===== config.mk =====
export PLATFORM = sky130hd
export DESIGN_NAME = vga_text_fetch_flat
export DESIGN_NICKNAME = d
export VERILOG_FILES = /design/src/rtl/vga_text_fetch_if.sv /design/src/rtl/vga_text_fetch.sv /design/src/flat_wrapper.sv
export SDC_FILE = /design/constraint.sdc
export NUM_CORES = 1
export LEC_CHECK = 0
export BUFFER_PORTS_ARGS = -buffer_cell sky130_fd_sc_hd__buf_2
export CORE_ASPECT_RATIO = 0.8
export CORE_UTILIZATION = 56
export DETAILED_ROUTE_END_ITERATION = 16
export HOLD_SLACK_MARGIN = 0.02
export PLACE_DENSITY_LB_ADDON = 0.12
export REMOVE_ABC_BUFFERS = 1
export SYNTH_ARGS = -nofsm -noshare
export SYNTH_HDL_FRONTEND = slang
export SYNTH_SLANG_ARGS = --single-unit
export TNS_END_PERCENT = 1

===== constraint.sdc =====
create_clock -name clk -period 7.8 [get_ports clk]
set_input_delay 1.56 -clock clk [delete_from_list [all_inputs] [get_ports clk]]
set_output_delay 1.56 -clock clk [all_outputs]
set_load 0.05 [all_outputs]

===== src/rtl/vga_text_fetch_if.sv =====
// vga_text_fetch_if: video timing, text RAM and font ROM signals
// master is the fetch engine, slave is the memories and display side
interface vga_text_fetch_if;
  logic        pixEn;
  logic        hSync;
  logic        vSync;
  logic        bright;
  logic [9:0]  hCount;
  logic [9:0]  vCount;
  logic [11:0] charAddr;
  logic [7:0]  charData;
  logic [11:0] fontAddr;
  logic [7:0]  fontData;
  logic [7:0]  pixelRow;
  logic [2:0]  glyphX;
  logic        frameStart;

  modport master (
    output pixEn, hSync, vSync, bright,
    output hCount, vCount,
    output charAddr, fontAddr,
    output pixelRow, glyphX, frameStart,
    input  charData, fontData
  );

  modport slave (
    input  pixEn, hSync, vSync, bright,
    input  hCount, vCount,
    input  charAddr, fontAddr,
    input  pixelRow, glyphX, frameStart,
    output charData, fontData
  );
endinterface


===== src/rtl/vga_text_fetch.sv =====
// vga_text_fetch: VGA timing with an 80x30 text-mode glyph fetch
// two pixel-tick pipeline: text RAM read, then font ROM read
module vga_text_fetch #(
  parameter int H_SYNC  = 96,
  parameter int H_BP    = 48,
  parameter int H_VIS   = 640,
  parameter int H_TOTAL = 800,
  parameter int V_SYNC  = 2,
  parameter int V_BP    = 33,
  parameter int V_VIS   = 480,
  parameter int V_TOTAL = 525
) (
  input  logic clk,
  input  logic rst_n,
  vga_text_fetch_if.master bus
);

  localparam logic [9:0] HS_W   = 10'(H_SYNC);
  localparam logic [9:0] HV_LO  = 10'(H_SYNC + H_BP);
  localparam logic [9:0] HV_HI  = 10'(H_SYNC + H_BP + H_VIS);
  localparam logic [9:0] H_LAST = 10'(H_TOTAL - 1);
  localparam logic [9:0] VS_W   = 10'(V_SYNC);
  localparam logic [9:0] VV_LO  = 10'(V_SYNC + V_BP);
  localparam logic [9:0] VV_HI  = 10'(V_SYNC + V_BP + V_VIS);
  localparam logic [9:0] V_LAST = 10'(V_TOTAL - 1);

  typedef struct packed {
    logic [7:0] chr;
    logic [3:0] gline;
    logic [2:0] gx;
    logic [9:0] h;
    logic [9:0] v;
    logic       hs;
    logic       vs;
    logic       br;
  } s1_t;

  typedef struct packed {
    logic [7:0] row;
    logic [2:0] gx;
    logic [9:0] h;
    logic [9:0] v;
    logic       hs;
    logic       vs;
    logic       br;
  } s2_t;

  // sync outputs idle high while the pipe is empty
  localparam s1_t S1_RST = '{
    chr: 8'd0, gline: 4'd0, gx: 3'd0,
    h: 10'd0, v: 10'd0,
    hs: 1'b1, vs: 1'b1, br: 1'b0
  };

  localparam s2_t S2_RST = '{
    row: 8'd0, gx: 3'd0,
    h: 10'd0, v: 10'd0,
    hs: 1'b1, vs: 1'b1, br: 1'b0
  };

  logic        pix;
  logic [9:0]  h;
  logic [9:0]  v;
  logic [9:0]  hd;
  logic [9:0]  vd;
  logic        hs_raw;
  logic        vs_raw;
  logic        br_raw;
  logic [11:0] addr;
  s1_t         s1;
  s1_t         s1_n;
  s2_t         s2;
  s2_t         s2_n;

  always_ff @(posedge clk or negedge rst_n) begin
    if (!rst_n) pix <= 1'b0;
    else        pix <= ~pix;
  end

  always_ff @(posedge clk or negedge rst_n) begin
    if (!rst_n) begin
      h <= 10'd0;
      v <= 10'd0;
    end else if (pix) begin
      if (h == H_LAST) begin
        h <= 10'd0;
        v <= (v == V_LAST) ? 10'd0 : v + 10'd1;
      end else begin
        h <= h + 10'd1;
      end
    end
  end

  assign hd = h - HV_LO;
  assign vd = v - VV_LO;

  assign hs_raw = (h >= HS_W);
  assign vs_raw = (v >= VS_W);
  assign br_raw = (h >= HV_LO) && (h < HV_HI) &&
                  (v >= VV_LO) && (v < VV_HI);

  // 16-line cells vertically, 8-pixel cells horizontally
  assign addr = br_raw
    ? ({6'd0, vd[9:4]} * 12'd80) + {5'd0, hd[9:3]}
    : 12'd0;

  assign s1_n = '{
    chr: bus.charData, gline: vd[3:0], gx: hd[2:0],
    h: h, v: v,
    hs: hs_raw, vs: vs_raw, br: br_raw
  };

  assign s2_n = '{
    row: s1.br ? bus.fontData : 8'h00,
    gx: s1.gx, h: s1.h, v: s1.v,
    hs: s1.hs, vs: s1.vs, br: s1.br
  };

  always_ff @(posedge clk or negedge rst_n) begin
    if (!rst_n)   s1 <= S1_RST;
    else if (pix) s1 <= s1_n;
  end

  always_ff @(posedge clk or negedge rst_n) begin
    if (!rst_n)   s2 <= S2_RST;
    else if (pix) s2 <= s2_n;
  end

  assign bus.pixEn      = pix;
  assign bus.charAddr   = addr;
  assign bus.fontAddr   = {s1.chr, s1.gline};
  assign bus.frameStart = pix && (h == 10'd0) && (v == 10'd0);
  assign bus.pixelRow   = s2.row;
  assign bus.glyphX     = s2.gx;
  assign bus.hCount     = s2.h;
  assign bus.vCount     = s2.v;
  assign bus.hSync      = s2.hs;
  assign bus.vSync      = s2.vs;
  assign bus.bright     = s2.br;

endmodule

===== src/flat_wrapper.sv =====
// flat-port wrapper written by rule: the top's interface ports become plain ports
module vga_text_fetch_flat 
#(
  parameter int H_SYNC  = 96,
  parameter int H_BP    = 48,
  parameter int H_VIS   = 640,
  parameter int H_TOTAL = 800,
  parameter int V_SYNC  = 2,
  parameter int V_BP    = 33,
  parameter int V_VIS   = 480,
  parameter int V_TOTAL = 525
)
  (clk, rst_n, bus_pixEn, bus_hSync, bus_vSync, bus_bright, bus_hCount, bus_vCount, bus_charAddr, bus_fontAddr, bus_pixelRow, bus_glyphX, bus_frameStart, bus_charData, bus_fontData);
  vga_text_fetch_if bus_i ();
  input  logic clk;
  input  logic rst_n;
  output wire logic [$bits(bus_i.pixEn)-1:0] bus_pixEn;
  output wire logic [$bits(bus_i.hSync)-1:0] bus_hSync;
  output wire logic [$bits(bus_i.vSync)-1:0] bus_vSync;
  output wire logic [$bits(bus_i.bright)-1:0] bus_bright;
  output wire logic [$bits(bus_i.hCount)-1:0] bus_hCount;
  output wire logic [$bits(bus_i.vCount)-1:0] bus_vCount;
  output wire logic [$bits(bus_i.charAddr)-1:0] bus_charAddr;
  output wire logic [$bits(bus_i.fontAddr)-1:0] bus_fontAddr;
  output wire logic [$bits(bus_i.pixelRow)-1:0] bus_pixelRow;
  output wire logic [$bits(bus_i.glyphX)-1:0] bus_glyphX;
  output wire logic [$bits(bus_i.frameStart)-1:0] bus_frameStart;
  input wire logic [$bits(bus_i.charData)-1:0] bus_charData;
  input wire logic [$bits(bus_i.fontData)-1:0] bus_fontData;
  assign bus_pixEn = bus_i.pixEn;
  assign bus_hSync = bus_i.hSync;
  assign bus_vSync = bus_i.vSync;
  assign bus_bright = bus_i.bright;
  assign bus_hCount = bus_i.hCount;
  assign bus_vCount = bus_i.vCount;
  assign bus_charAddr = bus_i.charAddr;
  assign bus_fontAddr = bus_i.fontAddr;
  assign bus_pixelRow = bus_i.pixelRow;
  assign bus_glyphX = bus_i.glyphX;
  assign bus_frameStart = bus_i.frameStart;
  assign bus_i.charData = bus_charData;
  assign bus_i.fontData = bus_fontData;
  vga_text_fetch #(.H_SYNC(H_SYNC), .H_BP(H_BP), .H_VIS(H_VIS), .H_TOTAL(H_TOTAL), .V_SYNC(V_SYNC), .V_BP(V_BP), .V_VIS(V_VIS), .V_TOTAL(V_TOTAL)) u_core (.clk(clk), .rst_n(rst_n), .bus(bus_i));
endmodule

### After elaboration in Yosys (flattened, before gate mapping)

Cells that the tools add are included.

* flip-flop bits (word level): 93
* input port bits: 18
* output and inout bits: 60
* word-level logic and storage cells: 45

* add/sub/neg operators: 5
* multiply operators: 1
* magnitude comparators: 6
* eq/ne operators: 2
* muxes and demuxes: 4
* bitwise operators: 1
* reduce and logical (&&, ||, !) cells: 8

Operators by type and width (count)
* 10-bit by 1-bit adder with 10-bit output, second input constant: 2
* 10-bit equality test, second input constant: 2
* 10-bit logical NOT: 2
* 10-bit < comparator, second input constant: 2
* 10-bit 2-to-1 mux: 2
* 12-bit by 7-bit adder with 12-bit output: 1
* 12-bit 2-to-1 mux: 1
* 10-bit by 2-bit >= comparator with 1-bit output, second input constant: 1
* 10-bit by 6-bit >= comparator with 1-bit output, second input constant: 1
* 10-bit by 7-bit >= comparator with 1-bit output, second input constant: 1
* 10-bit by 8-bit >= comparator with 1-bit output, second input constant: 1
* 10-bit by 6-bit subtractor with 10-bit output, second input constant: 1
* 10-bit by 8-bit subtractor with 10-bit output, second input constant: 1
* 6-bit by 3-bit multiplier with 8-bit output, second input constant: 1
* 8-bit 2-to-1 mux: 1
* 1-bit logical AND: 5
* 2-bit AND reduction: 1
* 1-bit NOT: 1

### Longest topological paths before layout

Gate-level depths: netlist of the first run.

* depth in word-level cells: 5
* mapped depth: 14
* depth with buffers taken out: 13

### Worst setup path after synthesis of the first run

Ideal clock, no wire load.

* path type: reg-to-output
* start point: register u_core.v[1]
* end point: output bus_charAddr[11]
* arrival time: 3.612 ns
* data required time: 6.240 ns
* slack: 2.628 ns
* cell stages (with the launch flop): 13
* path buffers: 1
* path through: dfrtp_1 -> ha_1 -> clkbuf_1 -> o41ai_1 -> nand2_1 -> xnor2_1 -> ha_1 -> inv_1 -> fa_1 -> xor2_1 -> nor4b_1 -> a21oi_1 -> nor3b_2

* word-level cells in the longest chain between the ends: 4
* elaborated cells between the ends (all ways): 8
* those cells by class: add/sub: 2; mul: 1; order compare: 2; mux: 1; reduce/logical: 2

RTL lines
* from (decl): line vga_text_fetch.sv:63 `logic [9:0] v;`
* from (signal assigned): line vga_text_fetch.sv:87 `v <= (v == V_LAST) ? 10'd0 : v + 10'd1;`
* 10-bit by 6-bit subtractor with 10-bit output / 10-bit by 6-bit >= comparator with 1-bit output (equally long branches): line vga_text_fetch.sv:95, vga_text_fetch.sv:100
* 6-bit by 3-bit multiplier with 8-bit output / 1-bit logical AND (equally long branches): line vga_text_fetch.sv:104, vga_text_fetch.sv:99
* 12-bit by 7-bit adder with 12-bit output / 1-bit logical AND (equally long branches): line vga_text_fetch.sv:104, vga_text_fetch.sv:100
* 12-bit 2-to-1 mux *: line vga_text_fetch.sv:104 `? ({6'd0, vd[9:4]} * 12'd80) + {5'd0, hd[9:3]}`
* to (decl): line flat_wrapper.sv:23 `output wire logic [$bits(bus_i.charAddr)-1:0] bus_charAddr;`

Every way passes the cells marked *; elsewhere a longest branch is shown, timed or not.

### Worst setup path after layout of the first run

Same ends and word-level chain as after synthesis.

==> metrics.md, run 1 <==
| Metric | Value |
|---|---|
| Setup repair after global routing missed its margin | `no` |
| Total number of nets in the final design | `488` |
| Maximum number of pins on one net before global-route repair | `67` |
| Setup crit end kind | `output port` |
| Xor-xnor portion of the synthesized cell area | `0.0641` |
| Final standard cell count with taps included and fillers excluded | `558` |
| Number of post-CTS setup repair buffers | `0` |
| Number of design rule violations left after detail routing | `0` |
| Number of filler instances in the final layout | `614` |
| Number of nets with antenna violations after detailed routing | `0` |
| Average vias per placed instance | `5.32` |
| Initial core utilization | `0.591` |
| Leak pwr | `0.00250 µW` |
| Routed WL per cell | `14.1 µm` |
| Fin crit share | `0.715` |
| Transition time of the tightest slew-check pin | `803 ps` |
| Share of cells above drive strength 1 | `0.355` |
| Clock latency reported for the late side of the worst-skew pair | `350 ps` |
| Most common cell after layout, fill and taps aside | `dfrtp_1` |
| Largest fanout on the critical path | `9` |
| Boundary pin count | `78` |
| Hold-fix buffers, CTS | `0` |
| First-pass DRT Iterations | `5` |
| Bufs on Longest Clock Path | `2` |
| Highest signal layer in the routed design | `met4` |
| Multiplexer share of the synthesized area | `0.139` |
| Mapped cell area | `4450 µm²` |
| Cell row count | `28` |
| Pwr/cell area | `172 nW/µm²` |
| Setup TNS after final layout | `0 ps` |
| Final-report hold violation count | `0` |
| Final antenna diode count | `0` |
| Cell variety after synth | `48` |
| Maximum VDD drop | `0.0949 mV` |
| Number of buffers inserted during clock tree synthesis | `9` |
| Dominant combinational cell family by area after synthesis | `multiplexers` |
| Status | `complete, no violations` |
| TritonCTS clock tree | `built` |
| Area share of the leading cell type in the synthesized netlist | `0.467` |
| Biggest area consumer among synthesized cells | `dfrtp_1` |
| Fraction of the yosys area taken by sequential cells | `0.491` |
| Met2 routed WL | `3820 µm` |
| Count of input and output buffers | `77` |
| Number of cells after detailed placement | `542` |
| Antenna violations before repair | `0` |
| Total core area | `7530 µm²` |
| Post-CTS sizing | `0` |
| Overflow left after global routing | `0` |
| Overall routing resource usage | `0.203` |
| Data arrival time of the critical path | `4010 ps` |
| Count of endpoints failing setup in the final report | `0` |
| Area taken by multi-input logic gates | `1960 µm²` |
| Library cell used as clock root buffer | `clkbuf_8` |
| Synth Area per Inst | `11.2 µm²` |
| Register clock-pin slew on the reported worst setup and hold paths | `80 ps` |
| Final weighted congestion in routability-driven placement | `0.808` |
| Detailed Route Iter0 Violations | `98` |
| Compound-cell area share of the yosys netlist | `0.0664` |
| Commonest non-fill, non-tap cells in the layout | `82 x dfrtp_1, 76 x buf_2, 54 x mux2_2` |
| Depth of the CTS H-tree | `3` |
| Relative slew margins | `0.464` |
| Post-synthesis share of cell area spent on and, or, nand and nor gates | `0.105` |
| Max-Cap Viols | `0` |
| Final worst path period need | `5570 ps` |
| Area added between synthesis and finish | `13.2%` |
| CTS sink cnt | `87` |
| Synthesized instance count | `396` |
| Area used by sequential logic in the layout | `2180 µm²` |
| Detailed-route wire length on metal 1 | `3630 µm` |
| Wire length of the first global-routing pass | `12900 µm` |
| Routed length on met3 | `331 µm` |
| Placed wire-length estimate after detailed placement | `5450 µm` |
| Crit path required time | `6240 ps` |
| Total of flip-flops plus latches after synthesis | `87` |
| Path type of the worst setup path | `reg2out` |
| Post-Route Skew | `7.25 ps` |
| Width of the die | `102 µm` |
| Vias in the first global route | `2813` |
| Leading cell types by total area after synthesis | `dfrtp_1 47%, mux2_2 14%, ha_1 5.6%, xnor2_1 3.3%, xor2_1 2.6%` |
| Adder-cell area share of the yosys netlist | `0.0653` |
| DIE HEIGHT | `81.7 µm` |
| Routed via count | `2967` |
| Total Die Area | `8310 µm²` |
| Maximum clock frequency | `179 MHz` |
| Element type at the critical path start | `flip-flop` |
| Final Routed Wirelength | `7860 µm` |
| Number of warnings reported in the yosys synthesis log | `0` |
| Slew Viols, Final | `0` |
| Class of the most critical hold timing path | `reg2reg` |
[synth_stat cells, drive strengths merged]
cell type / number
and3: 3
o22ai: 1
nand2b: 2
nor4: 6
xnor2: 17
or3: 2
ha: 20
nor2b: 1
o41ai: 1
mux2: 54
clkbuf: 13
xor2: 13
inv: 24
o21ai: 17
nor3b: 3
a21oi: 10
o211ai: 1
dfstp: 4
o31ai: 2
xnor3: 1
a21o: 5
nor4b: 1
nand3: 15
a2111oi: 2
dfrtp: 83
and2: 1
or4: 2
o2bb2ai: 1
mux2i: 1
nor2: 25
buf: 27
a22o: 1
fa: 2
nand2: 19
nand4: 7
and4: 1
a31oi: 2
nor3: 4
a211oi: 1
a2111o: 1
[cells by family (layout without fill, tap and decap cells)]
logic type,Yosys count,after routing
simple gates,92,92
flops,87,87
buf+inv,64,121
mux,55,55
compound gates,45,45
xor+xnor,31,31
fa+ha+maj,22,22
[critical path, stage by stage (launching register included)]
cell	delay, ps
dfrtp_1	480
ha_1	350
o41ai_1	560
nand2_1	140
xnor2_1	190
ha_1	330
inv_1	60
fa_1	440
xor2_1	190
nor4b_1	350
a21oi_1	130
nor3b_2	160
buf_2	280
[cell type report]
class                   count  share of cell area
clock buffers              10              0.0273
clock inverters             6              0.0229
inverters                  24              0.0179
multi-input cells         245               0.389
flip-flops and latches     87               0.433
well taps                 105              0.0261
repair buffers             81              0.0830
[per-stage QoR]
| stage | instance area [µm²] | utilization | setup slack [ps] | total power, µW | hold slack, ps |
|---|---|---|---|---|---|
| 3_5_place_dp | 4780 | 0.635 | 2660 | 488 | 483 |
| 6_report | 5040 | 0.669 | 2230 | 865 | 495 |
| 4_1_cts | 5040 | 0.669 | 2260 | 877 | 499 |
| 5_1_grt | 5040 | 0.669 | 1850 | 894 | 517 |
| 2_1_floorplan | 4230 | - | 2500 | 472 | 465 |
| 3_3_place_gp | 4780 | 0.635 | 2780 | 487 | 483 |
[path summary, 6_finish.rpt]
check	from	endpoint	slack, ps	cells past startpoint
min in group asynchronous	rst_n	u_core.bus.vCount[6]$_DFFE_PN0P_	1080	1
hold / removal	u_core.s1[2]$_DFFE_PN1P_	u_core.s1[2]$_DFFE_PN1P_	490	2
hold reg to reg	u_core.s1[2]$_DFFE_PN1P_	u_core.s1[2]$_DFFE_PN1P_	490	2
setup reg to reg	u_core.v[6]$_DFFE_PN0P_	u_core.s1[0]$_DFFE_PN0P_	5470	5
setup / recovery	u_core.v[1]$_DFFE_PN0P_	bus_charAddr[11]	2230	12
max in group asynchronous	rst_n	u_core.bus.pixEn$_DFF_PN0_	5600	2
[routing by layer]
metal  vias to the layer above  global-route usage
met5                         -                   0
met4                         0              0.0609
met3                         9              0.0434
met2                        65               0.334
met1                      1443               0.272
li1                       1450                   -
[report_power, final]
part / total (µW) / internal [µW] / switching (µW) / leakage [µW]
sequential: 454 / 453 / 0.955 / 0.00112
clock: 387 / 224 / 163 / 0.000129
combinational: 24.4 / 6.34 / 18.1 / 0.00126
total: 865 / 684 / 182 / 0.00250
[flip-flops by register name (all words and copies together), names as in the netlist]
register,count
u_core.bus.hCount,10
u_core.bus.fontAddr,12
u_core.bus.pixEn,1
u_core.bus.bright,1
u_core.bus.hSync,1
u_core.bus.pixelRow,8
u_core.s1,23
u_core.bus.vCount,10
u_core.h,10
u_core.bus.vSync,1
u_core.v,10
Note: power is estimated with default switching activity, not from simulation.
==> run 2: changes to the inputs <==
Clock period 7.8 ns to 5.2 ns, I/O delays scaled along.
==> run 2 against run 1 <==
Register-to-register slack worse by 2600 ps. Final cell count is 0.18% lower. Sequential power is 50% higher. Combinational power is 50% higher. Clock-buffer cell count is 3 higher. Global-route usage is 0.48 points higher. Sequential share of layout area is 0.47 points higher.
==> metrics.md, run 2 (synthesized netlist as in run 1, its figures left out) <==
| Metric | Value |
|---|---|
| Number of design rule violations left after detail routing | `0 (unchanged)` |
| Startpoint of the lowest-slack register-to-register path | `u_core.v[6]$_DFFE_PN0P_ (unchanged)` |
| Transition time of the tightest slew-check pin | `832 ps (was 803 ps)` |
| Final Routed Wirelength | `8030 µm (was 7860 µm)` |
| Average vias per placed instance | `5.30 (was 5.32)` |
| Area taken by multi-input logic gates | `1980 µm² (was 1960 µm²)` |
| Max-Cap Viols | `0 (unchanged)` |
| First-pass DRT Iterations | `4 (was 5)` |
| Initial core utilization | `0.591 (unchanged)` |
| Wire length of the first global-routing pass | `13100 µm (was 12900 µm)` |
| Critical register-to-register path endpoint | `u_core.s1[0]$_DFFE_PN0P_ (unchanged)` |
| Maximum clock frequency | `205 MHz` |
| Element type at the critical path start | `flip-flop (unchanged)` |
| Share of power burned in the clock network | `0.397 (was 0.447)` |
| Leak pwr | `0.00248 µW (was 0.00250 µW)` |
| Area added between synthesis and finish | `12.0% (was 13.2%)` |
| Final antenna diode count | `0 (unchanged)` |
| Commonest non-fill, non-tap cells in the layout | `82 x dfrtp_1, 76 x buf_2, 54 x mux2_2 (unchanged)` |
| Setup TNS after final layout | `0 ps (unchanged)` |
| Hold-fix buffers, CTS | `0 (unchanged)` |
| P_int | `926 µW (was 684 µW)` |
| Beginning of the critical path | `u_core.v[3]$_DFFE_PN0P_ (was u_core.v[1]$_DFFE_PN0P_)` |
| Number of filler instances in the final layout | `590 (was 614)` |
| Path type of the worst setup path | `reg2out (unchanged)` |
| Routed WL per cell | `14.4 µm (was 14.1 µm)` |
| Slew Viols, Final | `0 (unchanged)` |
| Ordered cell list for the critical path | `a2111o_1, a21oi_1, xnor2_1, inv_1, ha_1, ha_1, inv_1, fa_1, nor4b_2, a21oi_1, nor3b_2, buf_2 (was ha_1, o41ai_1, nand2_1, xnor2_1, ha_1, inv_1, fa_1, xor2_1, nor4b_1, a21oi_1, nor3b_2, buf_2)` |
| Data arrival time of the critical path | `3840 ps (was 4010 ps)` |
| Number of nets with antenna violations after detailed routing | `0 (unchanged)` |
| TritonCTS clock tree | `built (unchanged)` |
| Number of buffers inserted during clock tree synthesis | `9 (unchanged)` |
| Overflow left after global routing | `0 (unchanged)` |
| Power share of the combinational group | `0.031 (was 0.028)` |
| Routed via count | `2953 (was 2967)` |
| Total power of the final layout | `1190 µW (was 865 µW)` |
| Pwr/cell area | `239 nW/µm² (was 172 nW/µm²)` |
| Relative slew margins | `0.445 (was 0.464)` |
| Fin crit share | `0.938` |
| Slowest cell delay on critical path | `510 ps (was 560 ps)` |
| Maximum number of pins on one net before global-route repair | `69 (was 67)` |
| Least setup slack across all paths after layout | `325 ps (was 2230 ps)` |
| Worst-case hold slack | `500 ps (was 495 ps)` |
| P_sw | `263 µW (was 182 µW)` |
| Width of the die | `102 µm (unchanged)` |
| Post-placement setup slack | `551 ps (was 2660 ps)` |
| Detailed Route Iter0 Violations | `97 (was 98)` |
| Final-report hold violation count | `0 (unchanged)` |
| Worst-case register-to-register setup slack | `2870 ps (was 5470 ps)` |
| Bufs on Longest Clock Path | `2 (unchanged)` |
| Worst-path cell with the longest stage delay | `dfrtp_1 (was o41ai_1)` |
| Total Die Area | `8310 µm² (unchanged)` |
| Library cell used as clock root buffer | `clkbuf_8 (unchanged)` |
| Total core area | `7530 µm² (unchanged)` |
| Share of cells above drive strength 1 | `0.352 (was 0.355)` |
| Total number of nets in the final design | `487 (was 488)` |
| Cell count of the worst reg-to-reg path | `5 (unchanged)` |
| Sequential share of power | `0.572 (was 0.524)` |
| Post-Route Skew | `13.4 ps (was 7.25 ps)` |
| Antenna violations before repair | `0 (unchanged)` |
| Depth of the CTS H-tree | `3 (unchanged)` |
| Most common cell after layout, fill and taps aside | `dfrtp_1 (unchanged)` |
| Count of input and output buffers | `77 (unchanged)` |
| Placed wire-length estimate after detailed placement | `5400 µm (was 5450 µm)` |
| Setup repair after global routing missed its margin | `no (unchanged)` |
| Area used by sequential logic in the layout | `2180 µm² (unchanged)` |
| Launch point of the worst hold path | `u_core.s1[1]$_DFFE_PN1P_ (was u_core.s1[2]$_DFFE_PN1P_)` |
| Boundary pin count | `78 (unchanged)` |
| Sw frac | `0.221 (was 0.210)` |
| Class of the most critical hold timing path | `reg2reg (unchanged)` |
| Number of flip-flops under the largest register name | `23 (unchanged)` |
| Overall routing resource usage | `0.208 (was 0.203)` |
| Cell row count | `28 (unchanged)` |
| Vias in the first global route | `2662 (was 2813)` |
| Final weighted congestion in routability-driven placement | `0.818 (was 0.808)` |
| Final worst path period need | `4880 ps` |
| Status | `complete, no violations (unchanged)` |
| Clock latency reported for the late side of the worst-skew pair | `360 ps (was 350 ps)` |
| Register clock-pin slew on the reported worst setup and hold paths | `90 ps (was 80 ps)` |
| Setup crit end kind | `output port (unchanged)` |
| Worst hold path endpoint | `u_core.s1[1]$_DFFE_PN1P_ (was u_core.s1[2]$_DFFE_PN1P_)` |
| Maximum VDD drop | `0.182 mV (was 0.0949 mV)` |
| CTS sink cnt | `87 (unchanged)` |
| Count of endpoints failing setup in the final report | `0 (unchanged)` |
| Register name with the most flops | `u_core.s1 (unchanged)` |
| Hold path cells | `2 (unchanged)` |
| DIE HEIGHT | `81.7 µm (unchanged)` |
| Largest fanout on the critical path | `10 (was 9)` |
| Crit path required time | `4160 ps (was 6240 ps)` |
-- run 2: cell count changes in the layout (fill, tap and decap cells not counted) --
cell / before / now
nor4b_2: 0 / 1
buf_4: 5 / 4
bufinv_16: 3 / 1
nor4b_1: 1 / 0
inv_8: 1 / 0
clkbuf_1: 0 / 3
o41ai_1: 1 / 0
o41ai_2: 0 / 1
-- run 2: through the flow --
step	cells	utilization	cell area (µm²)
after floorplan	356	-	4230
after global placement	541	0.634	4780
after detailed placement	541	0.634	4780
after CTS	557	0.660	4970
after global routing	557	0.662	4980
final	557	0.662	4980
-- run 2: how the worst max path moves through the flow --
stage	to
after CTS	bus_charAddr[11]
after floorplan	bus_frameStart
after detailed placement	bus_charAddr[11]
final	bus_charAddr[11]
after global placement	bus_charAddr[11]
after global routing	bus_charAddr[11]
-- run 2: layer usage --
metal  vias up  wire, µm  GRT usage  part of all wire
met5         -         0          0                 0
met3        11       380     0.0511             0.047
met1      1430      3760      0.295              0.47
met2        63      3780      0.310              0.47
met4         0       113     0.0754             0.014
li1       1449         -          -                 -
-- run 2: cell type report --
cell class	count	area share
inverters	24	0.0181
well taps	105	0.0264
multi-input cells	245	0.396
clock buffers	13	0.0299
repair buffers	80	0.0824
clock inverters	3	0.00879
flip-flops and latches	87	0.438
-- run 2: what timing repair did --
action	4_1_cts	5_1_grt
buffers inserted	0	0
gates resized for setup	0	2
endpoints found under the setup margin	0	1
hold endpoints to repair	0	0
-- run 2: power groups by stage --
stage	Sequential, µW	Clock, µW	Combinational (µW)
3_5_place_dp	694	0	37.9
4_1_cts	681	487	37.9
6_report	680	472	36.6
2_1_floorplan	706	0	2.79
5_1_grt	681	511	41.2
3_3_place_gp	694	0	37.7
-- run 2: worst max-delay path: cells and delay by family, from the launching register on --
kind            cells  cell delay, ps
compound gates      3             830
flops               1             510
fa+ha+maj           3            1000
buf+inv             3             430
simple gates        2             490
xor+xnor            1             210
==> run 3: changes to the inputs <==
==> constraint.sdc (replaced) <==
create_clock -name clk -period 5.2 [get_ports clk]
set_input_delay 0.26 -clock clk [delete_from_list [all_inputs] [get_ports clk]]
set_output_delay 0.26 -clock clk [all_outputs]
set_load 0.05 [all_outputs]
==> run 3 against run 2 <==
Largest power group unchanged. Largest cell class unchanged. Non-clock buffer count rose by 1. Global-route usage fell by 0.68 points. Sequential share of layout area fell by 0.20 points.
==> metrics.md, run 3 (synthesized netlist as in run 1, its figures left out) <==
| Metric | Value |
|---|---|
| Final Routed Wirelength | `7840 µm (was 8030 µm)` |
| Post-CTS sizing | `0 (unchanged)` |
| Number of buffers inserted during clock tree synthesis | `9 (unchanged)` |
| Maximum VDD drop | `0.160 mV (was 0.182 mV)` |
| Final weighted congestion in routability-driven placement | `0.817 (was 0.818)` |
| Path type of the worst setup path | `reg2out (unchanged)` |
| Cell row count | `28 (unchanged)` |
| Grt met3 use | `0.0655 (was 0.0511)` |
| Clock latency reported for the late side of the worst-skew pair | `370 ps (was 360 ps)` |
| Setup TNS after final layout | `0 ps (unchanged)` |
| Overall routing resource usage | `0.201 (was 0.208)` |
| Routed via count | `2935 (was 2953)` |
| Total number of nets in the final design | `488 (was 487)` |
| Routed WL per cell | `14.1 µm (was 14.4 µm)` |
| Library cell used as clock root buffer | `clkbuf_8 (unchanged)` |
| Max-Cap Viols | `0 (unchanged)` |
| Ordered cell list for the critical path | `ha_1, o41ai_1, nand2_1, xnor2_1, ha_1, inv_1, fa_1, xor2_1, nor4b_1, a21oi_1, nor3b_2, buf_2 (was a2111o_1, a21oi_1, xnor2_1, inv_1, ha_1, ha_1, inv_1, fa_1, nor4b_2, a21oi_1, nor3b_2, buf_2)` |
| Fin crit share | `0.833 (was 0.938)` |
| Crit path required time | `4940 ps (was 4160 ps)` |
| Total core area | `7530 µm² (unchanged)` |
| Area added between synthesis and finish | `12.5% (was 12.0%)` |
| Most used cell along the critical path | `ha_1` |
| Maximum number of pins on one net before global-route repair | `63 (was 69)` |
| Maximum clock frequency | `231 MHz (was 205 MHz)` |
| Boundary pin count | `78 (unchanged)` |
| Register name with the most flops | `u_core.s1 (unchanged)` |
| Met1 capacity usage during global routing | `0.270 (was 0.295)` |
| Area post-placement | `4780 µm² (unchanged)` |
| Number of flip-flops under the largest register name | `23 (unchanged)` |
| Slew Viols, Final | `0 (unchanged)` |
| Launch point of the worst hold path | `bus_charData[6] (was u_core.s1[1]$_DFFE_PN1P_)` |
| Setup repair after global routing missed its margin | `no (unchanged)` |
| Final worst path period need | `4330 ps (was 4880 ps)` |
| Total Die Area | `8310 µm² (unchanged)` |
| Beginning of the critical path | `u_core.v[1]$_DFFE_PN0P_ (was u_core.v[3]$_DFFE_PN0P_)` |
| Bufs on Longest Clock Path | `2 (unchanged)` |
| Area taken by multi-input logic gates | `1960 µm² (was 1980 µm²)` |
| CTS sink cnt | `87 (unchanged)` |
| Largest fanout on the critical path | `9 (was 10)` |
| Register clock-pin slew on the reported worst setup and hold paths | `90 ps (about the same)` |
| Leak pwr | `0.00248 µW (about the same)` |
| Startpoint of the lowest-slack register-to-register path | `u_core.v[6]$_DFFE_PN0P_ (unchanged)` |
| Pwr/cell area | `249 nW/µm² (was 239 nW/µm²)` |
| Depth of the CTS H-tree | `3 (unchanged)` |
| Overflow left after global routing | `0 (unchanged)` |
| Met2 Track Usage GR | `0.315 (was 0.310)` |
| Final cell area excluding filler cells | `5010 µm² (was 4980 µm²)` |
| Post-Route Skew | `9.68 ps (was 13.4 ps)` |
| DIE HEIGHT | `81.7 µm (unchanged)` |
| Final-report hold violation count | `0 (unchanged)` |
| Number of design rule violations left after detail routing | `0 (unchanged)` |
| GRT Max-Usage Layer | `met2 (unchanged)` |
| Wire length of the first global-routing pass | `12600 µm (was 13100 µm)` |
| Data arrival time of the critical path | `4070 ps (was 3840 ps)` |
| Worst-path cell with the longest stage delay | `o41ai_1 (was dfrtp_1)` |
| Commonest non-fill, non-tap cells in the layout | `82 x dfrtp_1, 76 x buf_2, 54 x mux2_2 (unchanged)` |
| Class of the most critical hold timing path | `in2reg (was reg2reg)` |
| First-pass DRT Iterations | `4 (unchanged)` |
| Number of post-CTS setup repair buffers | `0 (unchanged)` |
| Relative slew margins | `0.516 (was 0.445)` |
| Number of nets with antenna violations after detailed routing | `0 (unchanged)` |
| Vias in the first global route | `2671 (was 2662)` |
| Transition time of the tightest slew-check pin | `726 ps (was 832 ps)` |
| TritonCTS clock tree | `built (unchanged)` |
| Count of endpoints failing setup in the final report | `0 (unchanged)` |
| Initial core utilization | `0.591 (unchanged)` |
| Detailed Route Iter0 Violations | `100 (was 97)` |
| Antenna violations before repair | `0 (unchanged)` |
| Number of filler instances in the final layout | `610 (was 590)` |
| Element type at the critical path start | `flip-flop (unchanged)` |
| Most common cell after layout, fill and taps aside | `dfrtp_1 (unchanged)` |
| Setup crit end kind | `output port (unchanged)` |
| Slowest cell delay on critical path | `560 ps (was 510 ps)` |
| Average vias per placed instance | `5.27 (was 5.30)` |
| Status | `complete, no violations (unchanged)` |
| Final antenna diode count | `0 (unchanged)` |
| Width of the die | `102 µm (unchanged)` |
| Share of cells above drive strength 1 | `0.352 (unchanged)` |
| Area used by sequential logic in the layout | `2180 µm² (unchanged)` |
| Placed wire-length estimate after detailed placement | `5360 µm (was 5400 µm)` |
| Count of input and output buffers | `77 (unchanged)` |
run 3: path summary, 6_finish.rpt:
kind / to / slack (ps) / depth (start not counted)
setup / recovery: bus_charAddr[11] / 870 / 12
hold / removal: u_core.bus.fontAddr[10]$_DFFE_PN0P_ / 120 / 2
setup reg to reg: u_core.s1[0]$_DFFE_PN0P_ / 2820 / 5
hold reg to reg: u_core.s1[1]$_DFFE_PN1P_ / 490 / 2
max in group asynchronous: u_core.bus.pixEn$_DFF_PN0_ / 3780 / 3
min in group asynchronous: u_core.bus.vCount[6]$_DFFE_PN0P_ / 340 / 2
run 3: routing by layer:
layer / vias up / part of all wire
li1: 1438 / -
met3: 9 / 0.046
met4: 0 / 0.011
met5: - / 0
met1: 1425 / 0.47
met2: 63 / 0.47
run 3: critical path: cells and delay by family (launching register included):
| family | cells | cell delay (ps) |
|---|---|---|
| adders and majority gates | 3 | 1100 |
| AOI/OAI and AO/OA | 2 | 710 |
| and+or+nand+nor | 3 | 690 |
| DFF | 1 | 480 |
| xor gates and xnor gates | 2 | 380 |
| buffers and inverters | 2 | 340 |
run 3: final cells by class:
type | instances | share of cell area
clock inverter | 5 | 0.0162
sequential | 87 | 0.436
tap | 105 | 0.0262
multi-input combinational | 245 | 0.392
timing repair buffer | 81 | 0.0840
inverter | 24 | 0.0180
clock buffer | 10 | 0.0275
run 3: what timing repair did:
item / 4_1_cts / 5_1_grt
endpoints found under the setup margin: 0 / 0
hold buffers: 1 / 0
endpoints found under the hold margin: 28 / 0
run 3: where the power goes:
part / switching [µW] / internal, µW
Clock: 248 / 282
Sequential: 1.24 / 679
Combinational: 27.3 / 10.0
run 3: through the flow:
step,power (µW),hold slack (ps),setup slack [ps],utilization,cells
6_report,1250,117,866,0.665,557
5_1_grt,1300,107,514,0.665,557
4_1_cts,1260,105,828,0.665,557
3_5_place_dp,732,198,1250,0.634,541
3_3_place_gp,731,196,1480,0.634,541
2_1_floorplan,708,-35.6,959,-,356
